### config.mk
export PLATFORM = sky130hd
export DESIGN_NAME = mem_arbiter
export DESIGN_NICKNAME = d
export VERILOG_FILES = /design/src/rtl/mem_arbiter.sv
export SDC_FILE = /design/constraint.sdc
export NUM_CORES = 1
export LEC_CHECK = 0
export CAP_MARGIN = 40
export CORE_AREA = 3 3 117 119
export CTS_CLUSTER_DIAMETER = 60
export DETAILED_ROUTE_END_ITERATION = 6
export DIE_AREA = 0 0 120 122
export GPL_TIMING_DRIVEN = 0
export SLEW_MARGIN = 20
export SYNTH_ARGS = -nofsm -noshare
export SYNTH_HDL_FRONTEND = slang
export SYNTH_SLANG_ARGS = --single-unit
### constraint.sdc
create_clock -name clk -period 1.6 [get_ports clk]
set_clock_uncertainty 0.2 [all_clocks]
set_input_delay 0.24 -clock clk [delete_from_list [all_inputs] [get_ports clk]]
set_output_delay 0.24 -clock clk [all_outputs]
set_load 0.01 [all_outputs]
### src/rtl/mem_arbiter.sv
// Two-port memory arbiter: CPU (port 0) and peripheral/DMA (port 1) share
// one synchronous-read data memory. Grants are combinational in the request
// cycle; a requester may lock the grant for a bounded burst; read data is
// routed back to the granted port one cycle later.
//
// state | meaning
// ------+------------------------------------------------------------
// IDLE  | no owner, round-robin arbitration between requesters
// OWN0  | port 0 holds a lock; granted whenever it requests
// OWN1  | port 1 holds a lock; granted whenever it requests
module mem_arbiter #(
   parameter int DATA_W    = 32,
   parameter int BURST_MAX = 4
) (
   input  logic              clk,
   input  logic              rst,
   input  logic              r0_req,
   input  logic              r0_we,
   input  logic              r0_lock,
   input  logic [DATA_W-1:0] r0_addr,
   input  logic [DATA_W-1:0] r0_wdata,
   output logic              r0_gnt,
   output logic              r0_rvalid,
   output logic [DATA_W-1:0] r0_rdata,
   input  logic              r1_req,
   input  logic              r1_we,
   input  logic              r1_lock,
   input  logic [DATA_W-1:0] r1_addr,
   input  logic [DATA_W-1:0] r1_wdata,
   output logic              r1_gnt,
   output logic              r1_rvalid,
   output logic [DATA_W-1:0] r1_rdata,
   output logic [DATA_W-1:0] mem_addr,
   output logic [DATA_W-1:0] mem_wdata,
   output logic              mem_we,
   input  logic [DATA_W-1:0] mem_rdata
);

   typedef enum logic [1:0] {
      IDLE = 2'd0,
      OWN0 = 2'd1,
      OWN1 = 2'd2
   } state_t;

   // Burst timer counts down the grants still allowed to the lock owner;
   // the first grant of a burst is issued from IDLE, so it loads BURST_MAX-1.
   localparam logic [3:0] BURST_INIT = 4'(BURST_MAX - 1);

   state_t     state;
   logic       last_gnt;
   logic [3:0] burst_left;
   logic       rd0;
   logic       rd1;

   logic       hold0;
   logic       hold1;
   logic       gnt0;
   logic       gnt1;

   // Winner selection: lock owner first, otherwise round-robin on last_gnt.
   // An owner that drops req falls through to normal arbitration this cycle.
   always_comb begin
      hold0 = (state == OWN0) && r0_req;
      hold1 = (state == OWN1) && r1_req;
      gnt0  = 1'b0;
      gnt1  = 1'b0;
      if (!rst) begin
         if (hold0) begin
            gnt0 = 1'b1;
         end else if (hold1) begin
            gnt1 = 1'b1;
         end else if (r0_req && r1_req) begin
            if (last_gnt) begin
               gnt0 = 1'b1;
            end else begin
               gnt1 = 1'b1;
            end
         end else if (r0_req) begin
            gnt0 = 1'b1;
         end else if (r1_req) begin
            gnt1 = 1'b1;
         end
      end
   end

   // Lock FSM, burst timer, round-robin pointer and read-return tags.
   always_ff @(posedge clk) begin
      if (rst) begin
         state      <= IDLE;
         last_gnt   <= 1'b1;
         burst_left <= 4'd0;
         rd0        <= 1'b0;
         rd1        <= 1'b0;
      end else begin
         rd0 <= gnt0 & ~r0_we;
         rd1 <= gnt1 & ~r1_we;

         if (gnt0) begin
            last_gnt <= 1'b0;
         end else if (gnt1) begin
            last_gnt <= 1'b1;
         end

         if (hold0) begin
            if (r0_lock && (burst_left > 4'd1)) begin
               burst_left <= burst_left - 4'd1;
            end else begin
               state      <= IDLE;
               burst_left <= 4'd0;
            end
         end else if (hold1) begin
            if (r1_lock && (burst_left > 4'd1)) begin
               burst_left <= burst_left - 4'd1;
            end else begin
               state      <= IDLE;
               burst_left <= 4'd0;
            end
         end else if (gnt0 && r0_lock && (BURST_INIT != 4'd0)) begin
            state      <= OWN0;
            burst_left <= BURST_INIT;
         end else if (gnt1 && r1_lock && (BURST_INIT != 4'd0)) begin
            state      <= OWN1;
            burst_left <= BURST_INIT;
         end else begin
            state      <= IDLE;
            burst_left <= 4'd0;
         end
      end
   end

   // Memory-side mux: everything zero when nobody is granted.
   always_comb begin
      mem_addr  = '0;
      mem_wdata = '0;
      mem_we    = 1'b0;
      if (gnt0) begin
         mem_addr  = r0_addr;
         mem_wdata = r0_wdata;
         mem_we    = r0_we;
      end else if (gnt1) begin
         mem_addr  = r1_addr;
         mem_wdata = r1_wdata;
         mem_we    = r1_we;
      end
   end

   // Read return; rst masks a tag set on the edge before reset was applied.
   always_comb begin
      r0_gnt    = gnt0;
      r1_gnt    = gnt1;
      r0_rvalid = rd0 & ~rst;
      r1_rvalid = rd1 & ~rst;
      r0_rdata  = r0_rvalid ? mem_rdata : '0;
      r1_rdata  = r1_rvalid ? mem_rdata : '0;
   end

endmodule

==> metrics.md, run 1 <==
| Metric | Value |
|---|---|
| Die ar. | 14,600 um^2 |
| Die extent in x | 120 um |
| Maximum fanout along the worst path | 8 |
| Clock root cell | clkbuf_16 |
| CP Data Arrival Time | 1.80 ns |
| DP Wirelength | 10,300 um |
| CP dominant cell by count | buf_4 |
| Register bit total from synthesis | 9 |
| Vias in the first global route | 3,170 |
| Gr ovfl total | 0 |
| ANT nets after route | 0 |
| Area Overhead vs Synth | 273% |
| Crit path kind | reg2out |
| GP Congestion | 0.938 |
| Row cnt | 41 |
| Core area | 12,700 um^2 |
| Final hold violation count | 0 |
| Final setup violation count | 134 |
| Worst setup EP type | output port |
| F_max | 447 MHz |
| Delay-heaviest family, CP | buffers and inverters |
| Ys Warns | 0 |
| Layout cells sized above 1 | 53.6% |
| Cells after Synth | 201 |
| EDFF count, synth | 0 |
| Height of the die | 122 um |
| FFs w/ async S/R, synth | 0% |
| Synth Area per Inst | 7.90 um^2 |
| CTS Buf Count | 3 |
| Syn_nets | 371 |
| GRT Total Usage | 16.1% |
| DRC | 0 |
| Initial antenna violation count | 0 |
| Ys flop type | dfxtp_1 |
| Crit-path slowest cell | dfxtp_2 |
| Antenna cells | 0 |
| CTS tree | done |
| Total vias in the final route | 3,096 |
| Final slew viol count | 0 |
| Clk sinks | 9 |
| Final Core Density | 46.7% |
| Minimum clock period | 2.24 ns |
| # nets final | 751 |
| CP peak stage delay | 0.33 ns |
| CTS Buffer Depth | 2 |
| Post-route setup slack | -0.636 ns |
| Worst EP required | 1.16 ns |
| Port bufs | 299 |
| Slew @ Worst Pin | 0.419 ns |
| Crit path launch type | flip-flop |
| Clk_lat worst skew | 0.23 ns |
| # IOs | 301 |
| Max-cap violations | 0 |
| Headroom to the max-slew limit | 71.3% |
| Final critical-path share of the clock period | 140% |
| Status | finished with violations |
| Netlist Area Pre-Place | 1590 um^2 |
| Placed insts | 672 |
| Worst VDD drop | 0.356 mV |
| Largest net degree at the start of global routing | 11 |
| DR WL/cell | 18.1 um |
| CTS H-Tree Depth | 1 |
| Finished Layout Cells | 752 |
| Post-synth cell types | 29 |
| HP Class | in2reg |
| Initial Util | 12.5% |
| Clk slew on worst S/H paths | 0.04 ns |
| Initial DRC count | 98 |
| Total routed wirelength | 13,600 um |
| Wire length of the first global-routing pass | 18,500 um |
| DRT Pass-1 Iters | 4 |
| Via density | 4.12 |
| Power per cell area | 333 nW/um^2 |
| Crit-path cells | nand3b_1, o21ai_2, nor3b_2, buf_4, buf_12, buf_8, buf_4, a22o_1, buf_2 |
| CP Buf/Inv Count | 5 |
| Pleak | 2.75 nW |
| RSZ-0062 raised after global routing | yes |
| Failing checks | setup timing |
| Sequential area share after synthesis | 11.3% |
==> worst paths after layout <==
check / from / to / slack [ns] / cells past startpoint
setup / recovery: state[1]$_SDFFE_PP0P_ / mem_addr[2] / -0.64 / 9
hold / removal: r1_req / state[1]$_SDFFE_PP0P_ / 0.15 / 3
setup reg to reg: burst_left[0]$_SDFF_PP0_ / state[1]$_SDFFE_PP0P_ / -0.03 / 5
hold reg to reg: burst_left[0]$_SDFF_PP0_ / burst_left[0]$_SDFF_PP0_ / 0.29 / 1
==> metrics by stage <==
| stage | cell area (um^2) | hold WS [ns] | worst slack (ns) | TNS, ns | power (mW) |
|---|---|---|---|---|---|
| 6_report | 5920 | 0.146 | -0.636 | -46.61 | 1.97 |
| 5_1_grt | 5920 | 0.180 | -0.688 | -54.61 | 2.07 |
| 4_1_cts | 5540 | 0.178 | -0.611 | -53.54 | 1.92 |
| 3_5_place_dp | 4820 | 0.284 | -1.28 | -132.01 | 1.38 |
| 3_3_place_gp | 4820 | 0.278 | -1.29 | -131.69 | 1.37 |
| 2_1_floorplan | 1610 | 0.112 | -0.0947 | -3.48 | 0.593 |
==> worst register-to-register path, delay by kind of cell, from the launching register on <==
| family | cells | cell delay, ns |
|---|---|---|
| adders and majority gates | 1 | 0.21 |
| and+or+nand+nor | 2 | 0.19 |
| AOI/OAI and AO/OA | 1 | 0.46 |
| buffers and inverters | 1 | 0.06 |
| DFF | 1 | 0.36 |
==> registers in the layout (all words and copies together), names as in the netlist <==
register	cells
rd0	1
rd1	1
last_gnt	1
state	2
burst_left	4
==> logic make-up after synthesis <==
family	count (synthesis)	synth area share (%)
flip-flops	9	11.3
AND/OR/NAND/NOR	89	34.9
AO/OA/AOI/OAI	76	41.2
buffers and inverters	23	9.85
XOR/XNOR	2	1.10
adder cells (fa/ha/maj)	2	1.58
==> area by class of cell <==
class                           count  area (um^2)
Buffer                             17          213
Clock buffer                        4         78.8
Fill cell                        1246         6750
Inverter                            2         7.51
Multi-Input combinational cell    169         1450
Sequential cell                     9          188
Tap cell                          172          215
Timing Repair Buffer              379         3770
==> layout by cell type, fill, tap and decap left out, types with 2 or more instances in the layout <==
cell / Yosys / final
a211o_1: 2 / 2
a22o_1: 65 / 65
and2_4: 0 / 63
buf_2: 5 / 40
buf_4: 1 / 20
buf_6: 8 / 155
buf_8: 0 / 12
clkbuf_16: 0 / 4
clkbuf_2: 0 / 2
clkdlybuf4s50_1: 0 / 164
dfxtp_1: 9 / 5
dfxtp_2: 0 / 3
ha_1: 2 / 2
inv_1: 2 / 2
nand2_1: 3 / 3
nand2b_1: 3 / 2
nand3_1: 2 / 2
nand3b_1: 2 / 2
nor2_1: 4 / 3
nor2b_4: 1 / 3
nor3_1: 3 / 3
o2111ai_1: 2 / 2
o21ai_1: 3 / 2
xnor2_1: 2 / 2
==> Yosys cell counts (2+ instances only) <==
master     instances  area share (%)
nand3_1            2            0.63
nor2_1             4            0.95
buf_6              8             5.7
nor3_1             3            0.95
nand2b_1           3             1.2
xnor2_1            2             1.1
buf_2              5             1.6
a211o_1            2             1.1
and2_1            64              25
nand3b_1           2            0.95
o21ai_1            3            0.95
inv_1              2            0.47
clkbuf_1           7             1.7
nor2b_1            3             1.2
a22o_1            65              36
dfxtp_1            9              11
o2111ai_1          2             1.1
nand2_1            3            0.71
ha_1               2             1.6
==> routing by layer <==
metal  wire length, um  vias to the layer above  global-route usage (%)
met1              5010                     1428                    18.4
li1                  -                     1510                       -
met5                 0                        -                       0
met4               131                        0                    3.15
met3              1110                       11                    4.46
met2              7360                      147                    30.0
==> power breakdown <==
group	switching (mW)	total, mW	internal, mW
Clock	0.106	0.439	0.333
Combinational	0.446	1.29	0.844
Sequential	0.00714	0.242	0.235
Total	0.560	1.97	1.41
==> repair_timing <==
action / CTS / global route
setup endpoints to repair: 138 / 136
hold endpoints to repair: 0 / 0
gates resized for setup: 713 / 126
cloned: 11 / 1
pin swaps: 67 / 29
setup buffers: 62 / 21
hold buffers: 0 / 0
Power figures use the tool's default switching activity.
==> run 2, diff against run 1 <==
ABC_AREA = 1   (was unset)
SKIP_CTS_REPAIR_TIMING = 1   (was unset)
==> run 2 against run 1 <==
  * The run still ends with setup timing left
  * Register-to-register slack improved by 0.07 ns
  * Maximum frequency rose by 8.0%
  * Sequential power barely moved
  * Combinational power rose by 5%
  * Area after synthesis rose by 6.6%
  * First-iteration DRC count rose by 31%
  * Global-route usage fell by 2.2 points
  * Critical path type unchanged
==> metrics.md, run 2 <==
| Metric | Value |
|---|---|
| Layout cells sized above 1 | 28.5% (-25 points) |
| Sequential area share after synthesis | 10.6% (-0.70 points) |
| Pleak | 3.68 nW (+34%) |
| Ys flop type | dfxtp_1 |
| Post-synthesis simple-gate area fraction | 68.4% (+33 points) |
| Int Power | 1.37 mW (-3.2%) |
| Final critical-path share of the clock period | 129% (-10 points) |
| Worst VDD drop | 0.262 mV (-27%) |
| ANT nets after route | 0 (unchanged) |
| CTS H-Tree Depth | 1 (unchanged) |
| CTS tree | done |
| Psw | 0.678 mW (+21%) |
| GRT Total Usage | 13.9% (-2.2 points) |
| Sw Ratio | 33.2% (+4.8 points) |
| Total routed wirelength | 12,400 um (-8.9%) |
| DR WL/cell | 14.1 um (-22%) |
| Max-cap violations | 0 (unchanged) |
| Row cnt | 41 (unchanged) |
| Clk sinks | 9 (unchanged) |
| Logic pwr share | 66.3% (+0.8 points) |
| Wire length of the first global-routing pass | 16,600 um (-10%) |
| Total vias in the final route | 3,489 (+13%) |
| Failing checks | setup timing |
| GP Congestion | 0.802 (-15%) |
| F_max | 483 MHz (+8.0%) |
| Worst EP required | 1.16 ns (about the same) |
| Clk_lat worst skew | 0.23 ns (about the same) |
| EDFF count, synth | 0 (unchanged) |
| XOR/XNOR Fraction of Synth Area | 0.517% (-0.59 points) |
| Compound-cell area share of the yosys netlist | 0.887% (-40 points) |
| Clock root cell | clkbuf_16 |
| Ys Warns | 0 (unchanged) |
| Final slew viol count | 0 (unchanged) |
| Post-placement setup slack | -1.35 ns (-0.0696 ns) |
| Clk slew on worst S/H paths | 0.04 ns (about the same) |
| Synth Area in Adders | 1.48% (-0.098 points) |
| Die extent in x | 120 um (unchanged) |
| Initial DRC count | 128 (+31%) |
| Final hold violation count | 0 (unchanged) |
| HP Class | in2reg |
| Post-synth top area share | 47.7% (+12 points) |
| CTS Buf Count | 3 (unchanged) |
| CP peak stage delay | 0.33 ns (about the same) |
| Part of the power in registers | 11.9% (-0.4 points) |
| DP Wirelength | 10,100 um (-1.7%) |
| Crit path launch type | flip-flop |
| DRT Pass-1 Iters | 6 (+2) |
| Max reg flops | 4 (unchanged) |
| Post-synth cell types | 20 (-31%) |
| Most common cell after layout, fill and taps aside | clkdlybuf4s50_1 |
| Largest net degree at the start of global routing | 11 (unchanged) |
| Synth Area per Inst | 4.39 um^2 (-44%) |
| Largest family of logic cells by synthesized area | simple AND/OR/NAND/NOR gates |
| CTS Buffer Depth | 2 (unchanged) |
| Most frequent cell after synthesis | nand2_1 |
| # IOs | 301 (unchanged) |
| Vias in the first global route | 3,359 (+6.0%) |
| # nets final | 881 (+17%) |
| CP Data Arrival Time | 1.63 ns (-0.17 ns) |
| Post-route setup slack | -0.470 ns (+0.166 ns) |
| Final setup violation count | 67 (-50%) |
| Crit path kind | reg2out |
| Largest Register | burst_left |
| Regs by FF count | burst_left (4), state (2) |
| Cells after Synth | 386 (+92%) |
| Minimum clock period | 2.07 ns (-0.166 ns) |
| Post-synthesis mux area share | 0% (unchanged) |
| Crit-path cells | inv_2, nand2_2, nand2_4, nand2_4, nor2_4, buf_6, buf_8, buf_6, nand2_1, nand2_1, buf_2 |
| Slew @ Worst Pin | 0.267 ns (-0.152 ns) |
| Initial antenna violation count | 0 (unchanged) |
| Die ar. | 14,600 um^2 (unchanged) |
| Height of the die | 122 um (unchanged) |
| Status | finished with violations |
| Headroom to the max-slew limit | 82.1% (+11 points) |
| Worst setup EP type | output port |
| Gr ovfl total | 0 (unchanged) |
| Maximum fanout along the worst path | 5 (-3) |
| Register bit total from synthesis | 9 (unchanged) |
| Crit-path slowest cell | dfxtp_2 |
| Synth area leaders | nand2_1 (48%), nor2_1 (16%), dfxtp_1 (11%) |
| RSZ-0062 raised after global routing | yes |
| Core area | 12,700 um^2 (unchanged) |
| Clk pwr share | 21.7% (-0.6 points) |
| Via density | 3.96 (-3.9%) |
| Power per cell area | 375 nW/um^2 (+13%) |
| DRC | 0 (unchanged) |
| Post-synth top area cell | nand2_1 |
| Initial Util | 13.4% (+0.83 points) |
| FFs w/ async S/R, synth | 0% (unchanged) |
| Hold slack | 0.0675 ns (-0.0788 ns) |
| Slack of the worst reg-to-reg path | 0.04 ns (+0.07 ns) |
| Synth top cells by count | nand2_1 (215), nor2_1 (72), inv_1 (48) |
| Netlist Area Pre-Place | 1690 um^2 (+6.6%) |
| Area Overhead vs Synth | 222% |
| Port bufs | 300 (+0.33%) |
| Syn_nets | 556 (+50%) |
| Antenna cells | 0 (unchanged) |
| Most frequent cells in the layout | clkdlybuf4s50_1 (164), nand2_1 (156), nor2_1 (69) |
## run 2: cell types whose count changed after synthesis, sizes merged, moves of 3 or more
cell / before / now
o21ai: 4 / 0
and2: 64 / 0
inv: 2 / 50
nor2b: 4 / 0
nand2: 3 / 216
a22o: 65 / 0
nor2: 4 / 73
a21oi: 0 / 3
nand2b: 3 / 0
nand3: 2 / 6
## run 2: final cells by class
class / count / area [um^2]
fill: 1350 / 7230
timing repair buffer: 322 / 3100
multi-input combinational: 307 / 1440
buffer: 18 / 239
tap: 172 / 215
inverter: 50 / 195
sequential: 9 / 183
clock buffer: 4 / 78.8
## run 2: per-layer routing
metal  track usage [%]  up-vias  part of all wire [%]  routed length [um]
li1                  -     1757                     -                   -
met1              14.2     1540                    35                4380
met2              27.5      190                    54                6750
met3              5.11        2                   9.9                1230
met4              1.93        0                  0.32                  40
met5                 0        -                     0                   0
## run 2: path summary, 6_finish.rpt
kind,startpoint,end,depth (start not counted)
worst max-delay path,state[0]$_SDFFE_PP0P_,mem_wdata[15],11
worst min register to register,last_gnt$_SDFFE_PP1P_,last_gnt$_SDFFE_PP1P_,4
worst max register to register,state[0]$_SDFFE_PP0P_,burst_left[0]$_SDFF_PP0_,11
worst min-delay path,rst,state[0]$_SDFFE_PP0P_,2
## run 2: critical path: cells and delay by family, from the launching register on
family / cells / cell delay [ns]
flip-flops: 1 / 0.33
AND/OR/NAND/NOR: 6 / 0.51
buffers and inverters: 5 / 0.55
## run 2: metrics by stage
| step | util [%] | area (um^2) | total power, mW | instances | setup TNS [ns] |
|---|---|---|---|---|---|
| finish | 43.0 | 5440 | 2.04 | 882 | -27.26 |
| global route | 43.0 | 5440 | 2.18 | 882 | -33.69 |
| CTS | 39.4 | 4990 | 1.95 | 862 | -146.74 |
| detailed placement | 38.8 | 4910 | 1.49 | 858 | -145.06 |
| global placement | 38.8 | 4910 | 1.48 | 858 | -142.68 |
| floorplan | - | 1690 | 0.633 | 386 | 0 |
## run 2: kinds of logic after synthesis
group | Yosys count
compound gates | 3
xor+xnor | 1
simple gates | 301
flops | 9
buf+inv | 70
fa+ha+maj | 2
## run 2: power by group through the flow
| stage | combinational [mW] | clock, mW | sequential [mW] |
|---|---|---|---|
| global route | 1.46 | 0.471 | 0.245 |
| CTS | 1.25 | 0.457 | 0.242 |
| detailed placement | 1.24 | 0 | 0.246 |
| global placement | 1.23 | 0 | 0.245 |
| finish | 1.36 | 0.444 | 0.244 |
| floorplan | 0.389 | 0 | 0.244 |
